### src/rtl/stamp_capture.sv
// rtl/stamp_capture.sv - event-pin timestamp capture into a FWFT FIFO with a valid/ready readout
module stamp_capture #(
    parameter int TIMESTAMP_WIDTH = 64,
    parameter int FIFO_ADDR_BITS  = 4
) (
    input  logic                       axi_aclk,
    input  logic                       axi_resetn,
    input  logic [TIMESTAMP_WIDTH-1:0] stamp_counter,
    input  logic                       event_in,
    input  logic                       capture_enable,
    input  logic [1:0]                 capture_edge,
    input  logic                       clear,
    output logic [TIMESTAMP_WIDTH-1:0] cap_tdata,
    output logic                       cap_tvalid,
    input  logic                       cap_tready,
    output logic [FIFO_ADDR_BITS:0]    cap_count,
    output logic [31:0]                drop_count
);

    localparam int DEPTH = 1 << FIFO_ADDR_BITS;
    localparam logic [FIFO_ADDR_BITS:0] FULL_COUNT = (FIFO_ADDR_BITS+1)'(DEPTH);
    localparam logic [FIFO_ADDR_BITS:0] ONE_COUNT  = (FIFO_ADDR_BITS+1)'(1);

    logic                       s1, s2, s3;
    logic                       rise_q, fall_q;
    logic [1:0]                 arm_cnt;
    logic                       armed;

    logic [TIMESTAMP_WIDTH-1:0] mem [DEPTH];
    logic [FIFO_ADDR_BITS-1:0]  wr_ptr, rd_ptr, rd_next;
    logic [FIFO_ADDR_BITS:0]    count;
    logic [TIMESTAMP_WIDTH-1:0] head_q;

    logic                       sel_edge, evt, full, pop, push, drop;

    assign armed = (arm_cnt == 2'd3);

    // Two-flop synchroniser, history flop, arm counter and registered edge pulses
    always_ff @(posedge axi_aclk) begin
        if (!axi_resetn) begin
            s1      <= 1'b0;
            s2      <= 1'b0;
            s3      <= 1'b0;
            rise_q  <= 1'b0;
            fall_q  <= 1'b0;
            arm_cnt <= 2'd0;
        end else begin
            s1     <= event_in;
            s2     <= s1;
            s3     <= s2;
            // Gating with armed stops a pin already high at reset release from looking like an edge
            rise_q <= armed & s2 & ~s3;
            fall_q <= armed & ~s2 & s3;
            if (!armed) begin
                arm_cnt <= arm_cnt + 2'd1;
            end
        end
    end

    // Edge selection and FIFO push/pop/drop decisions for the current cycle
    always_comb begin
        sel_edge = rise_q;
        case (capture_edge)
            2'b01:   sel_edge = fall_q;
            2'b10:   sel_edge = rise_q | fall_q;
            default: sel_edge = rise_q;
        endcase
        evt     = capture_enable & sel_edge;
        full    = (count == FULL_COUNT);
        pop     = (count != '0) & cap_tready;
        // A full FIFO still accepts an entry when the head leaves in the same cycle
        push    = evt & (~full | pop);
        drop    = evt & full & ~pop;
        rd_next = rd_ptr + 1'b1;
    end

    // Pointers, occupancy, registered head and drop counter
    always_ff @(posedge axi_aclk) begin
        if (!axi_resetn) begin
            wr_ptr     <= '0;
            rd_ptr     <= '0;
            count      <= '0;
            head_q     <= '0;
            drop_count <= '0;
        end else if (clear) begin
            wr_ptr     <= '0;
            rd_ptr     <= '0;
            count      <= '0;
            drop_count <= '0;
        end else begin
            if (push) begin
                wr_ptr <= wr_ptr + 1'b1;
            end
            if (pop) begin
                rd_ptr <= rd_next;
            end
            if (push && !pop) begin
                count <= count + 1'b1;
            end else if (pop && !push) begin
                count <= count - 1'b1;
            end
            // Head advances only on a pop; a push into an empty (or emptying) FIFO bypasses the RAM
            if (pop) begin
                if (count > ONE_COUNT) begin
                    head_q <= mem[rd_next];
                end else if (push) begin
                    head_q <= stamp_counter;
                end
            end else if (push && count == '0) begin
                head_q <= stamp_counter;
            end
            if (drop && drop_count != 32'hFFFF_FFFF) begin
                drop_count <= drop_count + 32'd1;
            end
        end
    end

    // Distributed RAM write port; contents need no reset since occupancy governs validity
    always_ff @(posedge axi_aclk) begin
        if (axi_resetn && !clear && push) begin
            mem[wr_ptr] <= stamp_counter;
        end
    end

    assign cap_tdata  = head_q;
    assign cap_tvalid = (count != '0);
    assign cap_count  = count;

endmodule

### config.mk
export PLATFORM = sky130hd
export DESIGN_NAME = stamp_capture
export DESIGN_NICKNAME = d
export VERILOG_FILES = /design/src/rtl/stamp_capture.sv
export SDC_FILE = /design/constraint.sdc
export NUM_CORES = 1
export LEC_CHECK = 0
export ABC_AREA = 0
export BUFFER_PORTS_ARGS = -buffer_cell sky130_fd_sc_hd__buf_4
export CAP_MARGIN = 20
export CORE_ASPECT_RATIO = 0.9
export CORE_MARGIN = 1
export CORE_UTILIZATION = 58
export CTS_BUF_LIST = sky130_fd_sc_hd__clkbuf_4 sky130_fd_sc_hd__clkbuf_8
export DETAILED_ROUTE_END_ITERATION = 7
export GPL_ROUTABILITY_DRIVEN = 0
export GPL_TIMING_DRIVEN = 1
export PLACE_DENSITY = 0.83
export RECOVER_POWER = 100
export SLEW_MARGIN = 25
export SYNTH_ARGS = -nofsm -noshare
export SYNTH_HDL_FRONTEND = slang
export SYNTH_SLANG_ARGS = --single-unit
### constraint.sdc
create_clock -name axi_aclk -period 7.55 [get_ports axi_aclk]
set_clock_uncertainty 0.05 [all_clocks]
set_input_delay 1.51 -clock axi_aclk [delete_from_list [all_inputs] [get_ports axi_aclk]]
set_output_delay 1.51 -clock axi_aclk [all_outputs]
set_load 0.02 [all_outputs]
Yosys cells after proc, flatten, opt, wreduce, memory -nomap -nowiden:

Memories as Yosys holds them, arrays and structs flattened.
Cells that the tools add are included.

* flip-flop bits (word level): 116
* memory bits (writable): 1024
* bits of input ports: 72
* output and inout bits: 102
* word-level logic and storage cells: 66
* memories: 1

Memories
* mem: depth 16, bits a word 64, read ports 1, clocked after memory_dff 0, write ports 1, RTL line 29 `logic [TIMESTAMP_WIDTH-1:0] mem [DEPTH];`

* $add $sub $neg: 6
* magnitude comparators: 1
* equal/unequal tests: 6
* mux-type cells: 9
* bitwise logic cells: 17
* reduce and logical (&&, ||, !) cells: 15

Operators with widths (count)
* $mux W64: 4
* $add A32 B1 Y32 const B: 1
* $ne A32 B32 Y1 const B: 1
* $mux W5: 2
* $and A1 B1 Y1: 9
* $add A4 B1 Y4 const B: 2
* $logic_and A1 B1 Y1: 6
* $not A1 Y1: 6
* $add A5 B1 Y5 const B: 1
* $eq A5 B5 Y1 const B: 1
* $gt A5 B1 Y1 const B: 1
* $logic_not A5 Y1: 1
* $reduce_bool A5 Y1: 1
* $sub A5 B1 Y5 const B: 1
* $eq A2 B2 Y1 const B: 2
* $reduce_bool A2 Y1: 2
* $logic_not A1 Y1: 3
* $ne A3 B1 Y1 const B: 1
* $reduce_and A3 Y1: 1
* $add A2 B1 Y2 const B: 1
* $eq A2 B1 Y1 const B: 1
* $mux W1: 2
* $or A1 B1 Y1: 2
* $pmux W1 S2: 1
* $reduce_or A2 Y1: 1

Depth between registers and ports, before layout:

* depth in word-level cells: 8
* gate-level depth with buffers: 10
* mapped depth without buffers: 8

Least setup slack after synthesis:

No wires, ideal clock.

* path kind: in2reg
* start: input port capture_edge[0]
* end: memory mem[0][0], enable pin
* library setup time: 565 ps
* arrival time: 7139 ps
* required time: 6935 ps
* setup slack: -204 ps
* stages: 7
* path buffers: 0
* path through: inv_1 ha_1 nand2b_1 o21a_1 nor3_2 nand3_1 nor3_1

* longest elaborated chain between the ends: 7
* elaborated cells on any way between the ends: 8
* classes of those cells: 2 x eq/ne; 3 x mux; 2 x bitwise; 1 x reduce/logical

Ends and longest elaborated chain
* start: declaration: RTL line 11 `input logic [1:0] capture_edge,`
* $eq A2 B2 Y1 or $eq A2 B1 Y1 (tied branches): RTL line 63 `case (capture_edge)`
* $pmux W1 S2 *: RTL line 63
* $and A1 B1 Y1 *: RTL line 68 `evt = capture_enable & sel_edge;`
* $and A1 B1 Y1 *: RTL line 72 `push = evt & (~full | pop);`
* $logic_and A1 B1 Y1 *: RTL line 120 `if (axi_resetn && !clear && push) begin`
* $mux W1 *: RTL line 120
* $mux W1 (implied by the code) *: RTL line 121 `mem[wr_ptr] <= stamp_counter;`
* end: declaration: RTL line 29

Every way passes the cells marked *; elsewhere a longest branch is shown, timed or not.

Worst setup path in the final report:

* start: input port axi_resetn
* end: memory mem[3][29], enable pin

* longest elaborated chain between the ends: 4

Ends and longest elaborated chain
* start: declaration: RTL line 7 `input logic axi_resetn,`
* $logic_and A1 B1 Y1 (2 in a row): RTL line 120
* $mux W1: RTL line 120
* $mux W1 (implied by the code): RTL line 121

No other way between the ends.

==> out/summary.txt <==
initial antenna violation count = 3
Remaining Overflow, GRT = 0
Reg2Reg Capture Point = cap_tdata[42]
Critical Path Sink = mem[3][29]
number of max-cap violations = 19
met3 WL = 9050 um
headroom to the max-slew limit = -92.5%
Top Metal Used = met5
RSZ-0062 raised after global routing = no
CP startpoint kind = input pin
worst reg-to-reg path cell count = 8
ys async rst share = 0%
Net Count, Synth = 2,705
Cell Chain, Critical Path = clkbuf_1 > nor2b_1 > nand3_1 > nor3_1 > clkbuf_1
fmax = 165 MHz
CTS tree = built
#FFs+latches synth = 1,140
R2R setup slack = 1990 ps
area of the mapped netlist = 44,200 um2
most frequent cells after synthesis = edfxtp_1, mux2i_1, a22oi_1, clkbuf_1, dfxtp_1
maximum fanout along the worst path = 30
Critical Path Source = axi_resetn
GRT Overall Usage = 26.6%
pre-CTS setup slack = 2130 ps
met2 wire len = 51,800 um
Vias/cell = 6.34
drt first pass iters = 6
PD cells = 244 nW/um2
H-tree Lvls = 4
CTS Buf Count = 169
Slew Limit Fails = 564
Final Hold Vio Count = 0
Vias = 25.4k
CP dominant cell by count = clkbuf_1
Post-CTS Hold Buffers = 0
share of layout cells above drive strength 1 = 11.5%
vias in the first global route = 25.6k
top-area cell type share of the netlist area = 69.6%
Avg Synthesized Cell Area = 16.9 um2
reg2reg start = cap_count[0]
cells after synthesis = 2,620
Leak = 14.5 nW
first-pass GRT wire length = 155,000 um
Die Y = 264 um
post-DP HPWL = 58,100 um
Clock Path Buffers = 3
die area = 77,300 um2
Critical Path AT = 6400 ps
Yosys cell types = 49
DRC viols = 0
root buffer cell = clkbuf_8
Routed WL = 103,000 um
post-cts resize count = 0
setup violators final = 0
pin count of the biggest net entering global routing = 154
dominant cells by area after synthesis = edfxtp_1, mux2i_1, dfxtp_1
Tcrit/Tclk final = 80.4%
count leader, synth = edfxtp_1
fillers = 4,881
NumNets Final = 2,936
antenna-violating nets left = 0
VDD IR max = 164 uV
Crit. End Element = register
HP Class = register to register
Setup Buffers After CTS = 0
outcome = complete, but fails checks
sequential area share after synthesis = 74.8%
number of enable flip-flop cells after synthesis = 1,024
clk_lat worst skew = 810 ps
Routed WL per cell = 25.8 um
IO Port Bufs = 173
IO Pins = 174
Crit-path slowest cell = clkbuf_1
Top FF cell, synth = edfxtp_1
Placed Instance Area = 46,700 um2
Die Wd = 293 um
clk slew on worst S/H paths = 50 ps
CP Class = input pin to register
M1 WL = 39,900 um
Syn. warnings = 0
Final WS setup = 1480 ps
Period minus WS final = 6070 ps
Core Footprint = 75,000 um2
DRT iter0 DRCs = 2,929
Synth area leader = edfxtp_1
post-route cell area = 49,500 um2
synthesis-to-layout area growth = 11.9%
final core occ = 66.0%
Worst Tran Pin Value = 2890 ps
Slowest Stage Delay on Critical Path = 1380 ps
critical path required time = 7880 ps
Initial Util = 58.9%
clk sinks = 1,140
failing checks = capacitance limit, slew limit
Std-Cell Rows = 95
worst min path at each step:
stage,startpoint,slack (ps),depth (start not counted),to
CTS,s3,360,1,rise_q
global placement,s3,350,1,rise_q
floorplan,s3,340,1,rise_q
detailed placement,s3,350,1,rise_q
global route,s3,390,1,rise_q
finish,s3,360,1,rise_q
critical path, delay by kind of cell:
kind / cells / cell delay (ps)
buffers and inverters: 2 / 2700
and+or+nand+nor: 3 / 2120
power by group:
group / switching, W / total [W] / internal, W / leakage, nW
clock network: 0.00228 / 0.00501 / 0.00272 / 1.84
registers: 0.00000272 / 0.00687 / 0.00687 / 10.1
logic: 0.000141 / 0.000171 / 0.0000300 / 2.51
total: 0.00243 / 0.0120 / 0.00962 / 14.5
flip-flops by register name, indices dropped and copies added (netlist names):
signal	count
mem	1024
cap_tdata	64
drop_count	32
cap_count	5
rd_ptr	4
wr_ptr	4
arm_cnt	2
fall_q	1
rise_q	1
s1	1
s2	1
s3	1
logic make-up after synthesis:
family,after synthesis,synth area share (%)
buffers and inverters,179,1.68
multiplexers,516,11.7
adder cells (fa/ha/maj),13,0.368
flip-flops,1140,74.8
AO/OA/AOI/OAI,483,7.79
XOR/XNOR,30,0.594
AND/OR/NAND/NOR,259,3.07
layout by cell type, fill, tap and decap left out, types with 11 or more instances in the layout:
| cell type | Yosys | routed |
|---|---|---|
| nor3_1 | 13 | 12 |
| clkinv_2 | 0 | 18 |
| a32oi_1 | 64 | 64 |
| dfxtp_1 | 116 | 116 |
| clkbuf_4 | 0 | 65 |
| nand3_1 | 85 | 85 |
| clkinv_1 | 0 | 33 |
| o21ai_1 | 65 | 65 |
| clkbuf_8 | 0 | 189 |
| a22oi_1 | 258 | 258 |
| and3_1 | 11 | 11 |
| mux2i_1 | 516 | 516 |
| edfxtp_1 | 1024 | 1024 |
| nand4_1 | 14 | 14 |
| clkbuf_1 | 126 | 188 |
| xnor2_1 | 17 | 17 |
| xor2_1 | 13 | 13 |
| nand2_1 | 30 | 30 |
| nor2_1 | 55 | 47 |
| a31oi_1 | 64 | 64 |
| ha_1 | 13 | 12 |
| inv_1 | 11 | 11 |
| buf_4 | 9 | 28 |
area by class of cell:
type / count / area (um2) / share of cell area, %
diodes: 2 / 5.00 / 0.0101
clock buffers: 254 / 3090 / 6.24
clock inverters: 61 / 363 / 0.733
inverters: 11 / 41.3 / 0.0834
multi-input cells: 1301 / 10500 / 21.2
flip-flops and latches: 1140 / 33100 / 66.8
well taps: 1018 / 1270 / 2.57
repair buffers: 228 / 1150 / 2.32
through the flow:
step	setup TNS [ps]	total power, W	cells	hold slack (ps)
6_report	0	0.0121	4015	362
5_1_grt	0	0.0124	4015	392
4_1_cts	0	0.0121	4007	360
3_5_place_dp	0	0.00719	3692	352
3_3_place_gp	0	0.00718	3691	348
2_1_floorplan	-25760	0.00705	2620	339
metal layers:
metal	up-vias	global-route usage [%]
li1	11100	-
met1	12800	35.6
met2	1389	43.7
met3	183	4.97
met4	2	10.0
met5	-	0
Power figures use the tool's default switching activity.
